==> src/rtl/ram_sys_pkg.sv <==
// Shared constants for the packet RAM write path: data/packet geometry,
// derived address widths and the write-controller state encoding.
package ram_sys_pkg;

  localparam int DATA_W    = 32;
  localparam int PKT_LEN   = 64;
  localparam int NUM_SLOTS = 4;

  localparam int WORD_W = $clog2(PKT_LEN);
  localparam int SLOT_W = $clog2(NUM_SLOTS);
  localparam int ADDR_W = $clog2(PKT_LEN * NUM_SLOTS);
  localparam int OCC_W  = SLOT_W + 1;

  localparam logic [2:0] ST_IDLE  = 3'd0;
  localparam logic [2:0] ST_REQ   = 3'd1;
  localparam logic [2:0] ST_WAIT  = 3'd2;
  localparam logic [2:0] ST_WRITE = 3'd3;
  localparam logic [2:0] ST_DONE  = 3'd4;

endpackage

==> src/rtl/ram_slot_tracker.sv <==
// Ring-slot bookkeeping for the packet RAM: current write slot, number of
// filled slots, full flag and detection of a reader release while empty.
module ram_slot_tracker #(
  parameter  int NUM_SLOTS = ram_sys_pkg::NUM_SLOTS,
  localparam int SLOT_W    = $clog2(NUM_SLOTS),
  localparam int OCC_W     = SLOT_W + 1
) (
  input  logic              i_clk,
  input  logic              i_rst,
  input  logic              i_pkt_done,
  input  logic              i_rd_done,
  output logic [SLOT_W-1:0] o_wr_slot,
  output logic [OCC_W-1:0]  o_occupancy,
  output logic              o_full,
  output logic              o_underflow
);

  logic [OCC_W-1:0] occ_nxt;

  // Release with nothing stored; a simultaneous fill cancels it out instead.
  assign o_underflow = i_rd_done && !i_pkt_done && (o_occupancy == '0);

  // Next occupancy: fill and release in the same cycle leave the count alone.
  always_comb begin
    occ_nxt = o_occupancy;
    if (i_pkt_done && !i_rd_done)
      occ_nxt = o_occupancy + 1'b1;
    else if (i_rd_done && !i_pkt_done && (o_occupancy != '0))
      occ_nxt = o_occupancy - 1'b1;
  end

  // Slot pointer, occupancy and full flag registers; the slot pointer wraps
  // naturally because NUM_SLOTS is a power of two.
  always_ff @(posedge i_clk) begin
    if (i_rst) begin
      o_wr_slot   <= '0;
      o_occupancy <= '0;
      o_full      <= 1'b0;
    end else begin
      o_occupancy <= occ_nxt;
      o_full      <= (occ_nxt == OCC_W'(NUM_SLOTS));
      if (i_pkt_done)
        o_wr_slot <= o_wr_slot + 1'b1;
    end
  end

endmodule

==> src/rtl/ram_write_ctrl.sv <==
// Packet RAM write controller: requests one packet at a time from the data
// generator, writes each valid word into the current ring slot and stops
// requesting while every slot is filled.
// Optional macro RAM_WR_PARITY_EN adds o_ram_wpar, the XOR parity of
// o_ram_wdata, registered with it.
//
//   state    | meaning
//   ---------+---------------------------------------------------
//   ST_IDLE  | waiting for enable and a free slot
//   ST_REQ   | start pulse to the generator
//   ST_WAIT  | waiting for the first valid word (word 0)
//   ST_WRITE | writing words 1..PKT_LEN-1, gaps in valid tolerated
//   ST_DONE  | packet complete, slot handed to the tracker
module ram_write_ctrl #(
  parameter  int DATA_W    = ram_sys_pkg::DATA_W,
  parameter  int PKT_LEN   = ram_sys_pkg::PKT_LEN,
  parameter  int NUM_SLOTS = ram_sys_pkg::NUM_SLOTS,
  localparam int ADDR_W    = $clog2(PKT_LEN * NUM_SLOTS),
  localparam int OCC_W     = $clog2(NUM_SLOTS) + 1
) (
  input  logic              i_clk,
  input  logic              i_rst,
  input  logic              i_enable,
  input  logic              i_rd_done,
  input  logic              i_data_valid,
  input  logic [DATA_W-1:0] i_data,
  output logic              o_gen_start,
  output logic              o_ram_we,
  output logic [ADDR_W-1:0] o_ram_addr,
  output logic [DATA_W-1:0] o_ram_wdata,
  output logic              o_pkt_done,
  output logic [OCC_W-1:0]  o_occupancy,
  output logic              o_full,
  output logic              o_busy,
  output logic              o_err
`ifdef RAM_WR_PARITY_EN
  ,
  output logic              o_ram_wpar
`endif
);

  import ram_sys_pkg::*;

  localparam int WORD_W = $clog2(PKT_LEN);
  localparam int SLOT_W = $clog2(NUM_SLOTS);

  logic [2:0]        state;
  logic [2:0]        state_nxt;
  logic [WORD_W-1:0] word_cnt;
  logic [SLOT_W-1:0] wr_slot;
  logic              accept;
  logic              last_word;
  logic              proto_err;
  logic              underflow;
  logic              in_done;

  assign in_done   = (state == ST_DONE);
  assign accept    = i_data_valid && ((state == ST_WAIT) || (state == ST_WRITE));
  assign last_word = accept && (word_cnt == WORD_W'(PKT_LEN - 1));
  // Valid outside the collection window is dropped and flagged.
  assign proto_err = i_data_valid &&
                     ((state == ST_IDLE) || (state == ST_REQ) || (state == ST_DONE));

  ram_slot_tracker #(
    .NUM_SLOTS (NUM_SLOTS)
  ) u_slot_tracker (
    .i_clk       (i_clk),
    .i_rst       (i_rst),
    .i_pkt_done  (in_done),
    .i_rd_done   (i_rd_done),
    .o_wr_slot   (wr_slot),
    .o_occupancy (o_occupancy),
    .o_full      (o_full),
    .o_underflow (underflow)
  );

  // Next-state decode.
  always_comb begin
    state_nxt = state;
    case (state)
      ST_IDLE:  if (i_enable && !o_full) state_nxt = ST_REQ;
      ST_REQ:   state_nxt = ST_WAIT;
      ST_WAIT,
      ST_WRITE: if (accept) state_nxt = last_word ? ST_DONE : ST_WRITE;
      ST_DONE:  state_nxt = ST_IDLE;
      default:  state_nxt = ST_IDLE;
    endcase
  end

  // State, word counter and registered outputs; status outputs are decoded
  // from the next state so they line up with the state they describe.
  always_ff @(posedge i_clk) begin
    if (i_rst) begin
      state       <= ST_IDLE;
      word_cnt    <= '0;
      o_gen_start <= 1'b0;
      o_pkt_done  <= 1'b0;
      o_busy      <= 1'b0;
      o_ram_we    <= 1'b0;
      o_ram_addr  <= '0;
      o_ram_wdata <= '0;
      o_err       <= 1'b0;
    end else begin
      state       <= state_nxt;
      o_gen_start <= (state_nxt == ST_REQ);
      o_pkt_done  <= (state_nxt == ST_DONE);
      o_busy      <= (state_nxt != ST_IDLE);
      o_ram_we    <= accept;
      if (accept) begin
        o_ram_addr  <= {wr_slot, word_cnt};
        o_ram_wdata <= i_data;
        word_cnt    <= last_word ? '0 : word_cnt + 1'b1;
      end
      if (proto_err || underflow)
        o_err <= 1'b1;
    end
  end

`ifdef RAM_WR_PARITY_EN
  // Parity travels with the write data it covers.
  always_ff @(posedge i_clk) begin
    if (i_rst)
      o_ram_wpar <= 1'b0;
    else if (accept)
      o_ram_wpar <= ^i_data;
  end
`endif

endmodule

==> config.mk <==
export PLATFORM = sky130hd
export DESIGN_NAME = ram_write_ctrl
export DESIGN_NICKNAME = d
export VERILOG_FILES = /design/src/rtl/ram_sys_pkg.sv /design/src/rtl/ram_slot_tracker.sv /design/src/rtl/ram_write_ctrl.sv
export SDC_FILE = /design/constraint.sdc
export NUM_CORES = 1
export LEC_CHECK = 0
export BUFFER_PORTS_ARGS = -buffer_cell sky130_fd_sc_hd__buf_2
export CORE_AREA = 5 5 74 76
export DETAILED_ROUTE_END_ITERATION = 16
export DIE_AREA = 0 0 79 81
export HOLD_SLACK_MARGIN = 0.15
export PLACE_DENSITY = 0.8
export SYNTH_ARGS = -nofsm -noshare
export SYNTH_HDL_FRONTEND = slang
export SYNTH_SLANG_ARGS = --single-unit
==> constraint.sdc <==
create_clock -name i_clk -period 2.2 [get_ports i_clk]
set_input_delay 0.44 -clock i_clk [delete_from_list [all_inputs] [get_ports i_clk]]
set_output_delay 0.44 -clock i_clk [all_outputs]
set_load 0.02 [all_outputs]
==> results of run 1 <==
## logic make-up (layout without fill, tap and decap cells)
logic type | Yosys count | in the layout
and+or+nand+nor | 126 | 126
xor gates and xnor gates | 4 | 4
muxes | 3 | 3
adders and majority gates | 4 | 4
DFF | 60 | 60
buffers and inverters | 25 | 113
AOI/OAI and AO/OA | 59 | 59
## state kept, by name, indices dropped and copies added (netlist names)
register                    flops
o_ram_addr                      8
o_pkt_done                      1
u_slot_tracker.o_wr_slot        2
o_ram_we                        1
u_slot_tracker.o_full           1
o_err                           1
o_ram_wdata                    32
state                           3
o_busy                          1
word_cnt                        6
u_slot_tracker.o_occupancy      3
o_gen_start                     1
## routing by layer
layer  up-vias  wire length, um
met5         -                0
met4         0               72
met3         7              306
met2        57             2510
li1       1099                -
met1       939             2240
## synth_stat cells
cell type | n | share of area (%)
o21a_1 | 1 | 0.33
nand3b_1 | 2 | 0.65
nor4_1 | 1 | 0.27
nand3_1 | 4 | 0.87
dfxtp_1 | 60 | 52
or3b_1 | 1 | 0.38
or2_2 | 1 | 0.27
or3_1 | 1 | 0.27
xnor2_1 | 1 | 0.38
nor2_1 | 13 | 2.1
xor2_1 | 3 | 1.1
a21boi_0 | 1 | 0.33
nor3_1 | 9 | 2.0
a31oi_1 | 2 | 0.54
mux2i_1 | 3 | 1.3
o21ai_0 | 1 | 0.22
a311oi_1 | 1 | 0.38
buf_1 | 3 | 0.49
nand2_1 | 88 | 14
a211oi_2 | 1 | 0.54
a2111oi_0 | 1 | 0.38
and3b_2 | 1 | 0.43
o311a_1 | 1 | 0.43
a21oi_1 | 47 | 10
nand4_1 | 1 | 0.27
o311ai_2 | 1 | 0.71
inv_1 | 7 | 1.1
nor4b_1 | 1 | 0.38
clkbuf_1 | 7 | 1.1
ha_1 | 4 | 2.2
nand2b_1 | 1 | 0.27
a31o_2 | 1 | 0.38
buf_2 | 7 | 1.5
a311o_2 | 1 | 0.49
nor2b_1 | 1 | 0.27
buf_6 | 1 | 0.49
nor3b_2 | 1 | 0.54
## worst max-delay path, cell delays in order (launching register included)
cell and delay (ns):
dfxtp_1 0.45, inv_1 0.10, ha_1 0.21, ha_1 0.24
nand3b_1 0.13, o311ai_2 0.12, a211oi_2 0.24, o311a_1 0.20
## worst paths after layout
| path | from | cells after the start | slack (ns) | to |
|---|---|---|---|---|
| worst max-delay path | u_slot_tracker.o_occupancy[0]$_SDFF_PP0_ | 7 | 0.46 | u_slot_tracker.o_full$_SDFF_PP0_ |
| worst min-delay path | i_data[11] | 3 | 0.34 | o_ram_wdata[11]$_SDFFE_PP0N_ |
| worst max register to register | u_slot_tracker.o_occupancy[0]$_SDFF_PP0_ | 7 | 0.46 | u_slot_tracker.o_full$_SDFF_PP0_ |
| worst min register to register | o_ram_wdata[1]$_SDFFE_PP0N_ | 2 | 0.45 | o_ram_wdata[1]$_SDFFE_PP0N_ |
## power by group through the flow
stage	logic (W)	clock network (W)	registers [W]
2_1_floorplan	0.000159	0	0.00125
3_3_place_gp	0.000310	0	0.00119
3_5_place_dp	0.000318	0	0.00120
4_1_cts	0.000319	0.00102	0.00117
5_1_grt	0.000352	0.00107	0.00118
6_report	0.000313	0.000995	0.00117
## final cells by class
| type | instances | area share [%] |
|---|---|---|
| Tap cell | 54 | 2.29 |
| Multi-Input combinational cell | 196 | 33.7 |
| Inverter | 7 | 0.889 |
| Sequential cell | 60 | 40.6 |
| Clock buffer | 12 | 5.25 |
| Timing Repair Buffer | 90 | 15.7 |
| Clock inverter | 4 | 1.61 |
## through the flow
step           total power (W)  setup WS [ns]  hold slack (ns)
2_1_floorplan          0.00140          0.487            0.444
3_3_place_gp           0.00150          0.572            0.438
3_5_place_dp           0.00151          0.446            0.443
4_1_cts                0.00251          0.431            0.329
5_1_grt                0.00260          0.329            0.325
6_report               0.00248          0.457            0.343
==> qor.csv, run 1 <==
metric,value,unit
RSZ-0062 raised after global routing,false,
Layout Cells excl Fill,423,
clk buf depth,2,
most frequent cells in the layout,"nand2_1, buf_2, dfxtp_1",
P per Cell Area,839,nW/um2
skew final,0.00495,ns
post-CTS resize count,0,
status,"finished, final reports clean",
Syn Area/Cell,8.21,um2
Internal Pwr Total,0.00184,W
CTS HTree Levels,3,
post-DP HPWL,3600,um
initial antenna violation count,0,
layout cells sized above 1,30.4,%
cell total after placement,407,
"commonest non-fill, non-tap cell in the layout",nand2_1,
max frequency,574,MHz
GR peak layer,met2,
die width,79,um
main combinational cell family by area after synthesis,simple AND/OR/NAND/NOR gates,
WL/cell,12.1,um
met1 usage,18.7,%
fin crit share,79.2,%
1st-iter DRT viols,110,
Die Span Y,81,um
# rows,25,
CORE AREA,4660,um2
Switch Pwr,0.000643,W
Die Area,6400,um2
pin count of the biggest net entering global routing,44,
Syn Nets,322,
setup TNS,0,ns
worst slew pin tran,0.420,ns
clk slew on worst S/H paths,0.07,ns
Post-CTS Hold Buffers,0,
Initial Util,49.5,%
sequential share of power,47.2,%
met2 usage,28.5,%
clk sinks,60,
Layout Nets,405,
Simple-Gate Fraction of Synth Area,23.3,%
first-pass GRT wire length,8360,um
Lkg Pwr,1.29,nW
Worst setup SP type,flip-flop,
fillers,414,
Worst IR Drop VDD,0.000440,V
post-CTS setup buffer count,0,
vias in the first global route,1975,
footprint of the multi-input gates,996,um2
Register Area,1200,um2
CTS Buf Count,9,
Synth Warn #,0,
Tightest Hold Check Type,in2reg,
port bufs,85,
ANT nets after route,0,
met3 Resource Use GR,4.32,%
"Slew Viols, Final",0,
global route overflow,0,
crit path DAT,2.01,ns
via count,2102,
DR pass1 iterations,4,
Clk Tree Root Cell,clkbuf_8,
combinational group share of total power,12.6,%
multiplexer share of the synthesized area,1.30,%
clock power share,40.1,%
post-synthesis compound-gate area fraction,14.9,%
Final Cell Area,2960,um2
fin util,63.4,%
adder-cell area share of the yosys netlist,2.17,%
GRT Util Overall,16.4,%
Vias per Instance,4.97,
P&R area growth vs syn,28.1,%
n_diodes,0,
switch share,25.9,%
Remaining DRCs,0,
mapped cell area,2310,um2
worst-skew pair later-pin latency,0.33,ns
DRT Wirelength,5130,um
Slew HR,71.6,%
CTS tree,built,
post-synthesis cell type count,37,
"Setup violations, final",0,
Mapped Cells,281,
Final Wtd Congestion,0.809,
Seq cells post-synth,60,
Post-DP Area,2750,um2
post-synthesis xor/xnor area fraction,1.52,%
Crit Path Class,reg2reg,
Fin. Hold Viols,0,
Top Ports,86,
fin crit period,1.74,ns
Worst setup EP type,flip-flop,
CP required,2.47,ns
register area share after synthesis,52.1,%
max-cap violations,0,
crit path max fanout,8,
Note: power is estimated with default switching activity, not from simulation.
==> inputs of run 2 (changes only) <==
- CORE_AREA: 5 5 74 76 -> 5 5 79 81
- DIE_AREA: 0 0 79 81 -> 0 0 84 86
- PLACE_DENSITY: 0.8 -> 0.74
- clock period: 2.2 -> 1.6 ns (I/O delays scaled with it)
==> run 2 against run 1 <==
  * Routed wire length grew 5.3%
  * Critical path depth shrank 3
  * Sequential share of layout area shrank 1.8 points
  * Register-to-register slack lost 0.35 ns
  * Total power grew 52%
  * Clock-buffer cell count is the same
==> qor.csv, run 2 (synthesis results as in run 1) <==
metric,value,unit,change
status,"finished, final reports clean",,
P per Cell Area,1210,nW/um2,+44%
Register Area,1210,um2,+0.52%
CP required,1.82,ns,-0.65 ns
post-DP HPWL,3840,um,+6.7%
CTS tree,built,,
initial antenna violation count,0,,unchanged
Tightest Hold Check Type,in2reg,,
CP top delay family,compound AO/OA/AOI/OAI gates,,
Layout Nets,411,,+1.5%
"Setup violations, final",0,,unchanged
RSZ-0062 raised after global routing,false,,
most frequent cells in the layout,"nand2_1, buf_2, dfxtp_1",,
cell total after placement,431,,+5.9%
CP Buf/Inv Count,0,,-1
worst-skew pair later-pin latency,0.33,ns,about the same
"commonest non-fill, non-tap cell in the layout",nand2_1,,
die width,84,um,+6.3%
vias in the first global route,1969,,-0.30%
fin crit share,93.3,%,+14 points
Power Total,0.00376,W,+52%
worst path cell trace,or3b_1 -> o311ai_2 -> a211oi_2 -> o311a_1,,
Clk Tree Root Cell,clkbuf_8,,
port bufs,85,,unchanged
# rows,27,,+8.0%
CTS HTree Levels,3,,unchanged
first-pass GRT wire length,8750,um,+4.6%
Slew HR,74.5,%,+2.8 points
fin util,57.5,%,-6.0 points
CTS Buf Count,9,,unchanged
layout cells sized above 1,33.1,%,+2.7 points
Remaining DRCs,0,,unchanged
Initial Util,42.7,%,-6.8 points
max-cap violations,0,,unchanged
Crit Path Class,reg2reg,,
P&R area growth vs syn,34.7,%,
Worst setup EP type,flip-flop,,
global route overflow,0,,unchanged
Vias per Instance,4.83,,-2.8%
clk sinks,60,,unchanged
DRT Wirelength,5400,um,+5.3%
setup TNS,0,ns,unchanged
pin count of the biggest net entering global routing,32,,-27%
"slowest stage delay, CP",0.47,ns,+0.02 ns
CORE AREA,5410,um2,+16%
max frequency,670,MHz,+17%
CP max-delay cell,or3b_1,,
Final Wtd Congestion,0.783,,-3.2%
ANT nets after route,0,,unchanged
Worst setup SP type,flip-flop,,
Worst IR Drop VDD,0.000617,V,+40%
clk slew on worst S/H paths,0.07,ns,about the same
max reg flops,32,,unchanged
Lkg Pwr,1.35,nW,+4.6%
worst slew pin tran,0.378,ns,-0.0420 ns
Die Span Y,86,um,+6.2%
Largest Register,o_ram_wdata,,
Fin. Hold Viols,0,,unchanged
fillers,519,,+25%
Layout Cells excl Fill,447,,+5.7%
fin crit period,1.49,ns,-0.250 ns
Largest regs,"o_ram_wdata (32), o_ram_addr (8), word_cnt (6)",,
crit path DAT,1.71,ns,-0.30 ns
DR pass1 iterations,4,,unchanged
WL/cell,12.1,um,-0.37%
skew final,0.00611,ns,+0.00116 ns
Post-CTS Hold Buffers,0,,unchanged
Die Area,7220,um2,+13%
GRT Util Overall,14.8,%,-1.7 points
"Slew Viols, Final",0,,unchanged
Top Ports,86,,unchanged
1st-iter DRT viols,71,,-35%
crit path max fanout,8,,unchanged
n_diodes,0,,unchanged
post-CTS setup buffer count,0,,unchanged
clk buf depth,2,,unchanged
via count,2160,,+2.8%
footprint of the multi-input gates,1010,um2,+1.6%
[run 2: changes by cell type in the layout (fill, tap and decap cells not counted), sizes merged]
cell,change
clkinvlp,-1
clkinv,-1
buf,+6
bufinv,+2
[run 2: through the flow]
step / worst slack, ns / hold slack, ns / instance area [um2]
finish: 0.107 / 0.222 / 3110
detailed placement: 0.0221 / 0.443 / 2840
CTS: 0.0558 / 0.207 / 3090
global placement: 0.0912 / 0.439 / 2840
floorplan: 0.0256 / 0.444 / 2310
global route: 0.00437 / 0.210 / 3110
[run 2: final cells by class]
class                   instances  share of cell area [%]
multi-input cells             196                    32.6
inverters                       7                   0.846
clock buffers                  12                    4.99
repair buffers                 96                    16.8
clock inverters                 4                    3.06
well taps                      72                    2.90
flip-flops and latches         60                    38.9
[run 2: worst register-to-register path, cell delays in order (launching register included)]
cell and delay [ns]:
dfxtp_1 0.40, or3b_1 0.47, o311ai_2 0.32, a211oi_2 0.07, o311a_1 0.12
[run 2: path summary, 6_finish.rpt]
path                                             startpoint                               end  slack [ns]  cells after the start
worst max-delay path                    state[1]$_SDFF_PP0_  u_slot_tracker.o_full$_SDFF_PP0_        0.11                      4
worst max register to register          state[1]$_SDFF_PP0_  u_slot_tracker.o_full$_SDFF_PP0_        0.11                      4
worst min register to register  o_ram_wdata[1]$_SDFFE_PP0N_       o_ram_wdata[1]$_SDFFE_PP0N_        0.45                      2
worst min-delay path                             i_data[11]      o_ram_wdata[11]$_SDFFE_PP0N_        0.22                      3
[run 2: layer usage]
metal	vias to the layer above	routed length [um]	track usage, %
met4	0	110	7.46
met5	-	0	0
li1	1108	-	-
met2	56	2690	25.7
met1	985	2280	16.8
met3	11	323	3.84
[run 2: report_power, final]
| part | total [W] | switching [W] | internal (W) |
|---|---|---|---|
| registers | 0.00161 | 0.0000443 | 0.00156 |
| clock network | 0.00168 | 0.000564 | 0.00112 |
| logic | 0.000475 | 0.000285 | 0.000189 |
[run 2: repair_timing]
item | in CTS | in global routing
endpoints found under the setup margin | 1 | 2
resized for setup | 1 | 5
pin swaps | 0 | 1
==> inputs of run 3 (changes only) <==
- ABC_AREA: unset -> 1
- TNS_END_PERCENT: unset -> 20
==> run 3 against run 2 <==
  * Sequential share of layout area increased by 1.7 points
  * Combinational power increased by 100%
  * Clock skew increased by 0.0010 ns
  * Clock power decreased by 31%
  * Final cell count increased by 3.1%
  * Clock-buffer cell count unchanged
  * Global-route usage increased by 0.52 points
  * Fmax increased by 6.4%
  * Final area decreased by 4.6%
  * Worst hold slack improved by 0.012 ns
  * Highest routed layer unchanged
==> qor.csv, run 3 <==
metric,value,unit,change
status,"finished, final reports clean",,
combinational group share of total power,25.0,%,+12 points
Fin. Hold Viols,0,,unchanged
Remaining DRCs,0,,unchanged
layout cells sized above 1,30.6,%,-2.5 points
Critical R2R Launch,word_cnt[0]$_SDFFE_PP0N_,,
Crit Path Class,reg2reg,,
port bufs,85,,unchanged
max reg flops,32,,unchanged
Simple-Gate Fraction of Synth Area,25.0,%,+1.7 points
post-DP HPWL,3900,um,+1.4%
die width,84,um,unchanged
Seq cells post-synth,60,,unchanged
Final Cell Area,2960,um2,-4.6%
first-pass GRT wire length,9030,um,+3.2%
Largest regs,"o_ram_wdata (32), o_ram_addr (8), word_cnt (6)",,
main combinational cell family by area after synthesis,simple AND/OR/NAND/NOR gates,,
initial antenna violation count,0,,unchanged
CORE AREA,5410,um2,unchanged
Synth Warn #,0,,unchanged
1st-iter DRT viols,81,,+14%
worst path cell trace,ha_1 -> nand2_1 -> nor3_2 -> nand2_1 -> nand2_1 -> nand2_1 -> nand2_1 -> nand3_1,,
Switch Pwr,0.00126,W,+41%
CTS HTree Levels,3,,unchanged
n_diodes,0,,unchanged
CP required,1.81,ns,about the same
clock power share,30.2,%,-15 points
worst reg2reg path depth,8,,+4
RSZ-0062 raised after global routing,false,,
Mapped Cells,294,,+4.6%
worst-skew pair later-pin latency,0.32,ns,about the same
worst slew pin tran,0.274,ns,-0.104 ns
max frequency,713,MHz,+6.4%
Lkg Pwr,1.40,nW,+4.3%
post-synthesis cell type count,24,,-35%
most frequent cell after synthesis,nand2_1,,
Syn Nets,335,,+4.0%
FF-to-FF End,o_busy$_SDFF_PP0_,,
CP max-delay cell,dfxtp_1,,
register area share after synthesis,52.0,%,-0.085 points
Post-DP Area,2790,um2,-1.7%
vias in the first global route,2045,,+3.9%
skew final,0.00712,ns,+0.00101 ns
sequential share of power,44.8,%,+2.1 points
via count,2126,,-1.6%
crit path max fanout,5,,-3
Final Wtd Congestion,0.799,,+2.0%
Largest Register,o_ram_wdata,,
post-synth top area share,52.0,%,-0.085 points
post-CTS setup buffer count,0,,unchanged
Worst IR Drop VDD,0.000774,V,+25%
asr flop ratio synth,0,%,unchanged
clk sinks,60,,unchanged
Syn Area/Cell,7.86,um2,-4.3%
Clk Tree Root Cell,clkbuf_8,,
P per Cell Area,1300,nW/um2,+7.2%
most frequent cells in the layout,"nand2_1, buf_2, dfxtp_1",,
"slowest stage delay, CP",0.39,ns,-0.08 ns
mapped cell area,2310,um2,+0.16%
multiplexer share of the synthesized area,0,%,-1.3 points
"Setup violations, final",0,,unchanged
clk slew on worst S/H paths,0.07,ns,about the same
Post-synth EDFFs,0,,unchanged
Die Span Y,86,um,unchanged
Tightest Hold Check Type,in2reg,,
WL/cell,11.6,um,-4.3%
worst hold start,i_data[19],,
Layout Nets,425,,+3.4%
Worst setup SP type,flip-flop,,
fin crit share,87.7,%,-5.6 points
P&R area growth vs syn,28.3,%,
CTS Buf Count,9,,unchanged
DRT Wirelength,5330,um,-1.3%
post-synthesis xor/xnor area fraction,0.379,%,-1.1 points
synth top area cells,"dfxtp_1, nand2_1, a21oi_1, inv_1, buf_6",,
fin crit period,1.40,ns,-0.0896 ns
adder-cell area share of the yosys netlist,2.17,%,-0.0035 points
global route overflow,0,,unchanged
Internal Pwr Total,0.00258,W,-9.9%
R2R setup slack,0.20,ns,+0.09 ns
Worst setup EP type,flip-flop,,
Worst path most repeated cell,nand2_1,,
clk buf depth,2,,unchanged
Initial Util,42.8,%,+0.069 points
pin count of the biggest net entering global routing,28,,-13%
CTS tree,built,,
"top cells by count, synth","nand2_1, dfxtp_1, a21oi_1, inv_1",,
ANT nets after route,0,,unchanged
fin util,54.8,%,-2.6 points
setup TNS,0,ns,unchanged
switch share,32.8,%,+9.1 points
Hold Path Depth,3,,unchanged
GRT Util Overall,15.3,%,+0.52 points
"Slew Viols, Final",0,,unchanged
Slew HR,81.8,%,+7.3 points
"commonest non-fill, non-tap cell in the layout",nand2_1,,
max-cap violations,0,,unchanged
Main synth FF type,dfxtp_1,,
post-synthesis compound-gate area fraction,12.8,%,-2.1 points
hold worst-path end,o_ram_wdata[19]$_SDFFE_PP0N_,,
Yosys top cell by area,dfxtp_1,,
Top Ports,86,,unchanged
# rows,27,,unchanged
Vias per Instance,4.61,,-4.6%
Die Area,7220,um2,unchanged
DR pass1 iterations,4,,unchanged
crit path DAT,1.62,ns,-0.09 ns
## run 3: changes by cell type after synthesis, moves of 4 or more
cell	change
nor3_1	-8
nand3_1	+5
inv_1	+13
buf_6	+4
nand2_1	+17
o21ai_0	+7
nor2_1	-4
## run 3: per-stage QoR
step	power (W)	instances	hold WS, ns	worst slack, ns
after floorplan	0.00242	294	0.434	0.0979
after global placement	0.00268	445	0.447	0.194
after detailed placement	0.00271	445	0.451	0.126
after CTS	0.00389	461	0.219	0.110
after global routing	0.00412	461	0.213	0.0343
final	0.00385	461	0.233	0.197
## run 3: power groups by stage
stage	registers [W]	logic, W	clock network (W)
2_1_floorplan	0.00190	0.000520	0
3_3_place_gp	0.00175	0.000929	0
3_5_place_dp	0.00175	0.000955	0
4_1_cts	0.00172	0.000960	0.00120
5_1_grt	0.00174	0.00110	0.00129
6_report	0.00172	0.000962	0.00116
## run 3: cell type report
class / count / area, um2
multi-input cells: 199 / 938
inverters: 22 / 85.1
clock buffers: 12 / 145
well taps: 72 / 90.1
clock inverters: 4 / 25.0
flip-flops and latches: 60 / 1200
fillers: 532 / 2440
repair buffers: 92 / 478
## run 3: worst max-delay path by stage
stage	from	end	slack [ns]	depth (start not counted)
floorplan	u_slot_tracker.o_occupancy[0]$_SDFF_PP0_	u_slot_tracker.o_full$_SDFF_PP0_	0.1	10
global placement	u_slot_tracker.o_occupancy[0]$_SDFF_PP0_	u_slot_tracker.o_full$_SDFF_PP0_	0.19	10
detailed placement	u_slot_tracker.o_occupancy[0]$_SDFF_PP0_	u_slot_tracker.o_full$_SDFF_PP0_	0.13	10
CTS	u_slot_tracker.o_occupancy[0]$_SDFF_PP0_	u_slot_tracker.o_full$_SDFF_PP0_	0.11	10
global route	word_cnt[0]$_SDFFE_PP0N_	o_busy$_SDFF_PP0_	0.03	8
finish	word_cnt[0]$_SDFFE_PP0N_	o_busy$_SDFF_PP0_	0.20	8
## run 3: what timing repair did
item                                    in CTS  in global routing
resized for setup                            0                  3
endpoints found under the setup margin       0                  3
hold buffers                                 0                  0
## run 3: cells by family (layout without fill, tap and decap cells)
logic type | after synthesis | count (layout)
and+or+nand+nor | 136 | 136
adders and majority gates | 4 | 4
buffers and inverters | 35 | 130
xor gates and xnor gates | 1 | 1
AOI/OAI and AO/OA | 58 | 58
DFF | 60 | 60
## run 3: layer usage
layer  wire length (um)  GRT usage, %  vias to the layer above
met4                 14          5.12                        0
met2               2520          25.2                       53
met3                349          6.63                        4
met5                  0             0                        -
li1                   -             -                     1121
met1               2450          17.9                      948
## run 3: critical path: cells and delay by family, from the launching register on
kind,cells,cell delay [ns]
fa+ha+maj,1,0.18
flops,1,0.39
simple gates,7,0.71
